### config.mk
export PLATFORM = sky130hd
export DESIGN_NAME = exec_unit
export DESIGN_NICKNAME = d
export VERILOG_FILES = /design/src/rtl/glorb_pkg.sv /design/src/rtl/exec_unit_alu_comb.sv /design/src/rtl/exec_unit.sv
export SDC_FILE = /design/constraint.sdc
export NUM_CORES = 1
export LEC_CHECK = 0
export ABC_CLOCK_PERIOD_IN_PS = 2710
export CELL_PAD_IN_SITES_DETAIL_PLACEMENT = 1
export CELL_PAD_IN_SITES_GLOBAL_PLACEMENT = 2
export CORE_AREA = 2 2 119 121
export CTS_CLUSTER_SIZE = 20
export DETAILED_ROUTE_END_ITERATION = 16
export DIE_AREA = 0 0 121 123
export PLACE_DENSITY_LB_ADDON = 0.1
export SYNTH_ARGS = -nofsm -noshare
export SYNTH_HDL_FRONTEND = slang
export SYNTH_SLANG_ARGS = --single-unit
### constraint.sdc
create_clock -name clk -period 2.71 [get_ports clk]
set_clock_uncertainty 0.15 [all_clocks]
set_input_delay 0.542 -clock clk [delete_from_list [all_inputs] [get_ports clk]]
set_output_delay 0.542 -clock clk [all_outputs]
set_load 0.02 [all_outputs]
### src/rtl/glorb_pkg.sv
// Shared opcode and state encodings for the execute stage.
package glorb_pkg;

   localparam logic [2:0] OP_ADD = 3'd0;
   localparam logic [2:0] OP_SUB = 3'd1;
   localparam logic [2:0] OP_AND = 3'd2;
   localparam logic [2:0] OP_OR  = 3'd3;
   localparam logic [2:0] OP_XOR = 3'd4;
   localparam logic [2:0] OP_SHL = 3'd5;
   localparam logic [2:0] OP_SHR = 3'd6;
   localparam logic [2:0] OP_MUL = 3'd7;

   typedef enum logic [1:0] {
      S_IDLE = 2'd0,
      S_RUN  = 2'd1,
      S_DONE = 2'd2
   } state_e;

endpackage

### src/rtl/exec_unit_alu_comb.sv
// Single-cycle ALU for ADD/SUB/AND/OR/XOR; c is carry-out or borrow.
module alu_comb
   import glorb_pkg::*;
#(
   parameter int DW = 8
) (
   input  logic [2:0]    op,
   input  logic [DW-1:0] a,
   input  logic [DW-1:0] b,
   output logic [DW-1:0] y,
   output logic          c
);

   always_comb begin
      y = '0;
      c = 1'b0;
      case (op)
         OP_ADD:  {c, y} = {1'b0, a} + {1'b0, b};
         OP_SUB:  {c, y} = {1'b0, a} - {1'b0, b};
         OP_AND:  y = a & b;
         OP_OR:   y = a | b;
         OP_XOR:  y = a ^ b;
         default: y = '0;
      endcase
   end

endmodule

### src/rtl/exec_unit.sv
// Execute stage: single-cycle ALU ops plus iterative shift and shift-add multiply.
//   state | meaning
//   IDLE  | no result pending, ready to accept
//   RUN   | shift/MUL iterating, cnt_q steps remain
//   DONE  | result valid on wb_*, may accept the next op
module exec_unit
   import glorb_pkg::*;
#(
   parameter int DW  = 8,
   parameter int RFW = 2,
   parameter int IMW = 4
) (
   input  logic           clk,
   input  logic           rst_n,
   input  logic           in_valid,
   output logic           in_ready,
   input  logic [2:0]     op,
   input  logic [RFW-1:0] rd,
   input  logic [DW-1:0]  a,
   input  logic [DW-1:0]  b,
   input  logic [IMW-1:0] imm,
   input  logic           use_imm,
   output logic           wb_we,
   output logic [RFW-1:0] wb_address,
   output logic [DW-1:0]  wb_data,
   output logic           flag_z,
   output logic           flag_c,
   output logic           busy
);

   localparam int LW = $clog2(DW);
   localparam int CW = LW + 1;

   state_e           state_q, state_d;
   logic [CW-1:0]    cnt_q, cnt_d;
   logic [2:0]       op_q, op_d;
   logic [RFW-1:0]   rd_q, rd_d;
   logic [2*DW-1:0]  work_q, work_d;
   logic [DW-1:0]    mpl_q, mpl_d;
   logic [2*DW-1:0]  acc_q, acc_d;
   logic             sc_q, sc_d;
   logic [DW-1:0]    wb_data_q, wb_data_d;
   logic [RFW-1:0]   wb_addr_q, wb_addr_d;
   logic             fz_q, fz_d;
   logic             fc_q, fc_d;

   logic             accept;
   logic [DW-1:0]    b_sel;
   logic [DW-1:0]    alu_y;
   logic             alu_c;
   logic [DW-1:0]    run_res;
   logic             run_c;

   assign accept = in_valid && in_ready;
   assign b_sel  = use_imm ? DW'(imm) : b;

   alu_comb #(.DW(DW)) u_alu (
      .op (op),
      .a  (a),
      .b  (b_sel),
      .y  (alu_y),
      .c  (alu_c)
   );

   always_ff @(posedge clk or negedge rst_n) begin
      if (!rst_n) begin
         state_q   <= S_IDLE;
         cnt_q     <= '0;
         op_q      <= '0;
         rd_q      <= '0;
         work_q    <= '0;
         mpl_q     <= '0;
         acc_q     <= '0;
         sc_q      <= 1'b0;
         wb_data_q <= '0;
         wb_addr_q <= '0;
         fz_q      <= 1'b0;
         fc_q      <= 1'b0;
      end else begin
         state_q   <= state_d;
         cnt_q     <= cnt_d;
         op_q      <= op_d;
         rd_q      <= rd_d;
         work_q    <= work_d;
         mpl_q     <= mpl_d;
         acc_q     <= acc_d;
         sc_q      <= sc_d;
         wb_data_q <= wb_data_d;
         wb_addr_q <= wb_addr_d;
         fz_q      <= fz_d;
         fc_q      <= fc_d;
      end
   end

   always_comb begin
      state_d = state_q;
      case (state_q)
         S_IDLE, S_DONE: begin
            if (accept) state_d = (op <= OP_XOR) ? S_DONE : S_RUN;
            else        state_d = S_IDLE;
         end
         S_RUN:   if (cnt_q == '0) state_d = S_DONE;
         default: state_d = S_IDLE;
      endcase
   end

   assign run_res = (op_q == OP_MUL) ? acc_q[DW-1:0] : work_q[DW-1:0];
   assign run_c   = (op_q == OP_MUL) ? (|acc_q[2*DW-1:DW]) : sc_q;

   always_comb begin
      cnt_d     = cnt_q;
      op_d      = op_q;
      rd_d      = rd_q;
      work_d    = work_q;
      mpl_d     = mpl_q;
      acc_d     = acc_q;
      sc_d      = sc_q;
      wb_data_d = wb_data_q;
      wb_addr_d = wb_addr_q;
      fz_d      = fz_q;
      fc_d      = fc_q;
      if (accept) begin
         op_d   = op;
         rd_d   = rd;
         work_d = {{DW{1'b0}}, a};
         mpl_d  = b_sel;
         acc_d  = '0;
         sc_d   = 1'b0;
         cnt_d  = (op == OP_MUL) ? CW'(DW) : {1'b0, b_sel[LW-1:0]};
         if (op <= OP_XOR) begin
            wb_data_d = alu_y;
            wb_addr_d = rd;
            fz_d      = (alu_y == '0);
            fc_d      = alu_c;
         end
      end else if (state_q == S_RUN) begin
         if (cnt_q == '0) begin
            wb_data_d = run_res;
            wb_addr_d = rd_q;
            fz_d      = (run_res == '0);
            fc_d      = run_c;
         end else begin
            cnt_d = cnt_q - 1'b1;
            case (op_q)
               OP_SHL: begin
                  sc_d   = work_q[DW-1];
                  work_d = {{DW{1'b0}}, work_q[DW-2:0], 1'b0};
               end
               OP_SHR: begin
                  sc_d   = work_q[0];
                  work_d = {{DW{1'b0}}, 1'b0, work_q[DW-1:1]};
               end
               default: begin
                  // multiplicand walks left while the multiplier drains right
                  if (mpl_q[0]) acc_d = acc_q + work_q;
                  work_d = {work_q[2*DW-2:0], 1'b0};
                  mpl_d  = {1'b0, mpl_q[DW-1:1]};
               end
            endcase
         end
      end
   end

   always_comb begin
      in_ready = ((state_q == S_IDLE) || (state_q == S_DONE)) && rst_n;
      busy     = (state_q == S_RUN);
      wb_we    = (state_q == S_DONE) && (rd_q != '0);
   end

   assign wb_address = wb_addr_q;
   assign wb_data    = wb_data_q;
   assign flag_z     = fz_q;
   assign flag_c     = fc_q;

endmodule

* Word-level counts from Yosys, hierarchy flattened *
Index checks and enable logic that the tools add are counted.

operators by class
  add/subtract/negate cells = 4
  order comparisons = 1
  eq/ne operators = 14
  mux-type cells = 46
  bitwise operators = 3
  reduce and logical (&&, ||, !) cells = 22

operators with widths
  operator            number
  $mux 16             8
  $mux 8              10
  $pmux 8 s5          1
  $pmux 16 s2         1
  $add 16x16->16      1
  $logic_not 8->1     2
  $mux 4              4
  $eq 3x3->1 const B  5
  $mux 2              7
  $mux 1              12
  $add 8x8->9         1
  $reduce_and 3->1    3
  $sub 8x8->9         1
  $and 8x8->8         1
  $or 8x8->8          1
  $reduce_bool 2->1   4
  $reduce_or 8->1     1
  $xor 8x8->8         1
  $eq 3x2->1 const B  2
  $ne 2x1->1 const B  3
  $logic_not 4->1     1
  $pmux 1 s2          2
  $pmux 2 s2          1
  $reduce_and 4->1    1
  13 further kinds    16

word-level totals
  register bits after elaboration = 64
  input bits = 29

* Logic depth before layout (Yosys ltp) *
Gate-level depths: netlist of run 1.

  depth after elaboration = 6
  depth in mapped cells = 13
  gate-level depth less buffers = 12

* Modules after synthesis *
From an unflattened synthesis of run 1, not the netlist that was laid out.

second synthesis, totals
  cells, all modules = 589
  area, all modules = 5,028.6 um^2

modules (own cells, without submodules)
  module     instances  cells each  area an instance (um^2)
  exec_unit  1          419         3,841.2
  alu_comb   1          170         1,187.4

* Least setup slack after synthesis of run 1 *
No wires, ideal clock.

  path kind = input-to-reg
  start point = input port use_imm
  end point = register fz_q (netlist: flag_z)
  library setup time = 0.092 ns
  arrival = 3.028 ns
  required time = 2.468 ns
  setup slack = -0.560 ns
  cell stages on the path = 13
  buffers on the path = 1
  cells stage by stage = clkbuf_1 > mux2i_1 > inv_1 > ha_1 > fa_1 > a21o_1 > a21oi_2 > nor4_1 > a311oi_2 > o221ai_2 > nor4_1 > nand3_1 > o31ai_2

on the way
  cells in the longest elaborated chain, start to end = 6

RTL lines
  element                              RTL line                  RTL
  start, declared                      exec_unit.sv:22           input logic use_imm,
  $mux 8 *                             exec_unit.sv:55           assign b_sel = use_imm ? DW'(imm) : b;
  $sub 8x8->9 (tied with other cells)  exec_unit_alu_comb.sv:19  OP_SUB: {c, y} = {1'b0, a} - {1'b0, b};
  $pmux 8 s5 *                         exec_unit_alu_comb.sv:17  case (op)
  $logic_not 8->1 *                    exec_unit.sv:133          fz_d = (alu_y == '0);
  $mux 1 *                             exec_unit.sv:130          if (op <= OP_XOR) begin
  $mux 1 *                             exec_unit.sv:122          if (accept) begin
  end signal, assigned                 exec_unit.sv:90           fz_q <= fz_d;
  end, declared                        exec_unit.sv:44           logic fz_q, fz_d;

Mark *: on every way between the ends. The rest lies on a longest branch, timed or not. The select of a mux whose other input is x is not followed.
A chain may end at the register's enable or synchronous reset.

* Worst setup path after layout of run 1 *
  start point = input port use_imm
  end point = register fc_q (netlist: flag_c)

on the way
  cells in the longest elaborated chain, start to end = 5

RTL lines
  element                                     RTL line                                            RTL
  $mux 8 *                                    exec_unit.sv:55
  $sub 8x8->9 or $add 8x8->9 (tied branches)  exec_unit_alu_comb.sv:19, exec_unit_alu_comb.sv:18
  $pmux 1 s2 *                                exec_unit_alu_comb.sv:17
  $mux 1 *                                    exec_unit.sv:130
  $mux 1 *                                    exec_unit.sv:122
  end signal, assigned                        exec_unit.sv:78                                     fc_q <= 1'b0;
  end signal, assigned                        exec_unit.sv:91                                     fc_q <= fc_d;
  end, declared                               exec_unit.sv:45                                     logic fc_q, fc_d;

Marked as above.

==> metrics, run 1 <==
total iterations of the first detailed-routing run 4; crit path DAT 2.78 ns; Die Y 123 µm; CTS tree yes; post-route insts no fill 858; largest net degree at the start of global routing 65; top cell type's share of synthesized area 0.335; Relative slew margins 0.374; final wirelength 16600 µm; Setup-failing EPs final 1; chip width 121 µm; ys flop type dfrtp_1; MaxCap Viol Count 0; clk root buf clkbuf_16; Layout Nets 750; Inserted Clock Buffers 9; post-route ant nets 0; Syn-to-layout area delta 36.5%; Worst Slack Setup Final -0.0171 ns; share of layout cells above drive strength 1 0.245; Antenna Cells 0; worst slew pin tran 0.935 ns; clock latency on the worst-skew pair 0.33 ns; Hold Crit Class input pin to async pin; Final GP Congestion 0.861; antenna violations before repair 0; startpoint types input pin; detailed-route DRC error count 0; Core Area 13600 µm²; r2r worst-path depth 11; Rows 43; failing checks setup timing; worst setup path category input pin to flop; Remaining Overflow, GRT 0; crit share post-route 1.01; Reg clk slew, reported paths 0.05 ns; Peak VDD IR 0.394 mV; Highest Clock Rate 0.367 GHz; status finished with violations; Initial Util 0.352; syn avg cell area 8.55 µm²; CP endpoint kind flop; fin. max-slew vios 0; Iteration-0 DRC Markers 229; largest cells by area after synthesis dfrtp_1 (33%), ha_1 (11%), nand2_1 (5.2%); Syn Std Cell Area 4790 µm²; Worst Path Required 2.76 ns; H-tree Lvls 3; Post-synth ARST share 1.00; Placed Cells incl. Taps 841; Seq/Total Area, Yosys 0.335; area leader, netlist dfrtp_1; vias in the first global route 5024; Synth Instances 560; I/O pin count 44; final hold slack 0.267 ns; commonest non-fill, non-tap cell in the layout buf_4; DR vias 4739; fin crit period 2.73 ns; Pleak 3.00 nW; RSZ-0062 raised after global routing yes; most frequent cells in the layout buf_4 (85), nand2_1 (64), dfrtp_1 (64); first-pass GRT wire length 26800 µm; filler instances 1604; Final HPWL DP 12800 µm; peak fanout along the critical path 3; Post-synth EDFFs 0; final hold vios 0; Via density 5.52; Avg WL per Cell 19.3 µm; # clock sinks 64; total die area 14900 µm²; number of port buffers 43; Synth cell types 65; Syn Nets 634; Total Routing Usage GR 0.232; clock buffer depth 2; Seq cells post-synth 64; Syn. warnings 0; # hold bufs at CTS 0; pwr dens 826 nW/µm²
[registers in the layout, indices dropped and copies added, names as in the netlist]
register and cells:
work_q 16, wb_data 8, mpl_q 8, rd_q 2
flag_z 1, op_q 3, acc_q 16, cnt_q 4
wb_address 2, flag_c 1, state_q 2, sc_q 1
[layout make-up]
class,count,area [µm²],area share
multi-input cells,438,3200,0.490
flip-flops and latches,64,1600,0.245
inverters,30,118,0.0180
clock inverters,1,5.00,0.000766
well taps,180,225,0.0345
clock buffers,12,256,0.0393
repair buffers,133,1120,0.172
[cells in the mapped netlist, types with 11 or more instances]
library cell	n
a21oi_1	36
a31oi_1	15
clkbuf_1	11
dfrtp_1	64
ha_1	42
inv_1	28
mux2i_1	13
nand2_1	66
nand3_1	27
nor2_1	47
nor3_1	13
o21ai_0	32
xnor2_1	11
[stage by stage]
step | TNS [ns] | power (W) | area, µm² | setup WS [ns] | utilization
6_report | -0.0171 | 0.00540 | 6530 | -0.0171 | 0.480
5_1_grt | -0.635 | 0.00580 | 6530 | -0.188 | 0.480
4_1_cts | -0.230 | 0.00534 | 6400 | -0.149 | 0.470
3_5_place_dp | -8.65 | 0.00423 | 6010 | -1.06 | 0.442
3_3_place_gp | -7.85 | 0.00414 | 6010 | -0.956 | 0.442
2_1_floorplan | -0.477 | 0.00322 | 4850 | -0.211 | -
[cells by family (layout without fill, tap and decap cells)]
| family | Yosys count | in the layout | share of synthesized area |
|---|---|---|---|
| buf+inv | 58 | 176 | 0.0497 |
| mux | 17 | 17 | 0.0366 |
| xor+xnor | 17 | 17 | 0.0311 |
| simple gates | 187 | 187 | 0.177 |
| fa+ha+maj | 45 | 45 | 0.122 |
| compound gates | 172 | 172 | 0.249 |
| flops | 64 | 64 | 0.335 |
[repair_timing]
item | in CTS | in global routing
resized for setup | 46 | 34
endpoints found under the setup margin | 9 | 11
buffers inserted | 2 | 2
pin swaps | 13 | 20
cloned | 0 | 0
[report_power, final]
part	leakage (nW)	total, W	internal [W]	switching [W]
Sequential	0.817	0.00164	0.00132	0.000318
Clock	0.130	0.00105	0.000651	0.000394
Combinational	2.05	0.00272	0.00120	0.00151
Total	3.00	0.00540	0.00317	0.00222
[worst paths after layout]
kind,end,from,slack [ns]
min in group clk,wb_data[0],wb_data[0],0.34
max,flag_c,use_imm,-0.02
min,wb_data[1],rst_n,0.27
min reg2reg,wb_data[0],wb_data[0],0.34
max reg2reg,acc_q[14],work_q[0],0.11
max in group asynchronous,mpl_q[6],rst_n,1.58
[worst max-delay path, cell delays in order]
cell and delay [ns]:
buf_8 0.08, mux2i_4 0.25, inv_4 0.08, ha_4 0.17, fa_2 0.35, a21o_1 0.20
buf_6 0.12, nand4_1 0.05, and4b_1 0.25, nor2_2 0.07, nor3_2 0.14, o22ai_1 0.09
a222oi_1 0.25, o21ai_1 0.11
[layer usage]
layer / share of wire / up-vias / global-route usage
met4: 0.011 / 0 / 0.0472
li1: - / 2265 / -
met5: 0 / - / 0
met1: 0.46 / 2370 / 0.319
met3: 0.035 / 16 / 0.0300
met2: 0.49 / 88 / 0.393
(Power assumes the default switching activity.)
==> run 2, diff against run 1 <==
- CORE_AREA: 2 2 119 121 -> 2 2 85 169
- DIE_AREA: 0 0 121 123 -> 0 0 87 171
==> run 2 against run 1 <==
  * The flow still finishes with violations (setup timing)
  * Final area rose by 2.7%
  * Highest routed layer unchanged
  * Largest cell class unchanged
  * Cell count rose by 0.47%
  * Maximum frequency fell by 2.3%
==> metrics, run 2 (synthesis results as in run 1) <==
status finished with violations (unchanged); failing checks setup timing (unchanged); pwr dens 829 nW/µm² (was 826 nW/µm²); Die Y 171 µm (was 123 µm); Remaining Overflow, GRT 0 (unchanged); startpoint types input pin (unchanged); vias in the first global route 5087 (was 5024); # hold bufs at CTS 0 (unchanged); DR vias 4781 (was 4739); Via density 5.55 (was 5.52); first-pass GRT wire length 27800 µm (was 26800 µm); Peak VDD IR 0.428 mV (was 0.394 mV); I/O pin count 44 (unchanged); H-tree Lvls 3 (unchanged); # clock sinks 64 (unchanged); Reg clk slew, reported paths 0.06 ns (was 0.05 ns); CTS tree yes (unchanged); Pleak 3.11 nW (was 3.00 nW); largest net degree at the start of global routing 65 (unchanged); Layout Nets 774 (was 750); Setup-failing EPs final 4 (was 1); total iterations of the first detailed-routing run 4 (unchanged); Largest regs acc_q (16), work_q (16) (unchanged); Final Util 0.491 (was 0.480); RSZ-0062 raised after global routing yes (unchanged); peak fanout along the critical path 3 (unchanged); share of layout cells above drive strength 1 0.272 (was 0.245); Relative slew margins 0.422 (was 0.374); number of port buffers 43 (unchanged); post-route ant nets 0 (unchanged); Core Area 13700 µm² (was 13600 µm²); MaxCap Viol Count 0 (unchanged); filler instances 1604 (unchanged); total die area 14900 µm² (about the same); Placed Cells incl. Taps 835 (was 841); commonest non-fill, non-tap cell in the layout buf_4 (unchanged); detailed-route DRC error count 0 (unchanged); Hold Crit Class input pin to async pin (unchanged); clk root buf clkbuf_16 (unchanged); CP endpoint kind flop (unchanged); most frequent cells in the layout buf_4 (107), nand2_1 (64), dfrtp_1 (64) (was buf_4 (85), nand2_1 (64), dfrtp_1 (64)); Inserted Clock Buffers 9 (unchanged); Setup Total Neg Slack -0.171 ns (was -0.0171 ns); final wirelength 17400 µm (was 16600 µm); Worst Path Required 2.80 ns (was 2.76 ns); antenna violations before repair 0 (unchanged); chip width 87 µm (was 121 µm); Syn-to-layout area delta 40.3% (was 36.5%); clock latency on the worst-skew pair 0.33 ns (about the same); crit path DAT 2.88 ns (was 2.78 ns); Worst Slack Setup Final -0.0806 ns (was -0.0171 ns); crit share post-route 1.03 (was 1.01); fin crit period 2.79 ns (was 2.73 ns); clock buffer depth 2 (unchanged); Rows 61 (was 43); post-route insts no fill 862 (was 858); final hold vios 0 (unchanged); Final HPWL DP 13100 µm (was 12800 µm); Highest Clock Rate 0.358 GHz (was 0.367 GHz); Antenna Cells 0 (unchanged); Final GP Congestion 0.849 (was 0.861); worst setup path category input pin to flop (unchanged); Initial Util 0.350 (was 0.352); Iteration-0 DRC Markers 216 (was 229); reg2reg setup slack 0.10 ns (was 0.11 ns); fin. max-slew vios 0 (unchanged); Avg WL per Cell 20.2 µm (was 19.3 µm); Total Routing Usage GR 0.244 (was 0.232); worst slew pin tran 0.868 ns (was 0.935 ns)
==> run 2: timing repair <==
action | CTS | global route
pin swaps | 23 | 31
setup buffers | 5 | 9
endpoints found under the setup margin | 9 | 12
resized for setup | 55 | 27
==> run 2: layer usage <==
metal  routed length [µm]  up-vias  global-route usage
met5                    0        -                   0
li1                     -     2315                   -
met3                  491       23              0.0169
met4                  368        0              0.0822
met1                 7500     2353               0.317
met2                 9060       90               0.423
==> run 2: final timing paths <==
| path | startpoint | endpoint | depth (start not counted) |
|---|---|---|---|
| hold reg to reg | wb_data[0] | wb_data[0] | 2 |
| hold / removal | rst_n | wb_address[1] | 2 |
| max in group asynchronous | rst_n | acc_q[4] | 2 |
| min in group clk | wb_data[0] | wb_data[0] | 2 |
| setup reg to reg | work_q[0] | acc_q[14] | 11 |
| setup / recovery | use_imm | flag_z | 14 |
==> run 2: final cells by class <==
type                            count  area, µm²  area share
Sequential cell                    64       1600       0.239
Inverter                           30        115      0.0171
Timing Repair Buffer              157       1320       0.196
Tap cell                          157        196      0.0293
Multi-Input combinational cell    438       3220       0.479
Clock inverter                      4       20.0     0.00298
Clock buffer                       12        246      0.0367
==> run 2: per-stage QoR <==
stage / setup WS, ns / instance area, µm² / hold slack [ns] / total power [W]
floorplan: -0.211 / 4850 / 0.0964 / 0.00322
global placement: -0.935 / 6120 / 0.316 / 0.00427
detailed placement: -1.05 / 6120 / 0.323 / 0.00433
CTS: -0.125 / 6560 / 0.318 / 0.00549
global route: -0.230 / 6710 / 0.355 / 0.00599
finish: -0.0806 / 6710 / 0.283 / 0.00556
==> run 2: report_power, final <==
group,switching [W],leakage [nW],internal (W)
clock network,0.000426,0.136,0.000638
registers,0.000311,0.817,0.00132
logic,0.00158,2.16,0.00130
==> run 2: worst max-delay path: stages <==
cell and delay, ns:
buf_8 0.08, mux2i_4 0.26, inv_2 0.10, ha_4 0.18, fa_2 0.36, a21o_1 0.18
buf_4 0.13, nand4_1 0.07, and4b_1 0.24, xnor2_1 0.07, a211oi_1 0.23, buf_4 0.17
nand3_1 0.08, o31ai_2 0.19
==> run 3, diff against run 2 <==
- ABC_AREA: unset -> 0
==> results of run 3 <==
Final layout, timing and power as in run 2 (identical DEF).
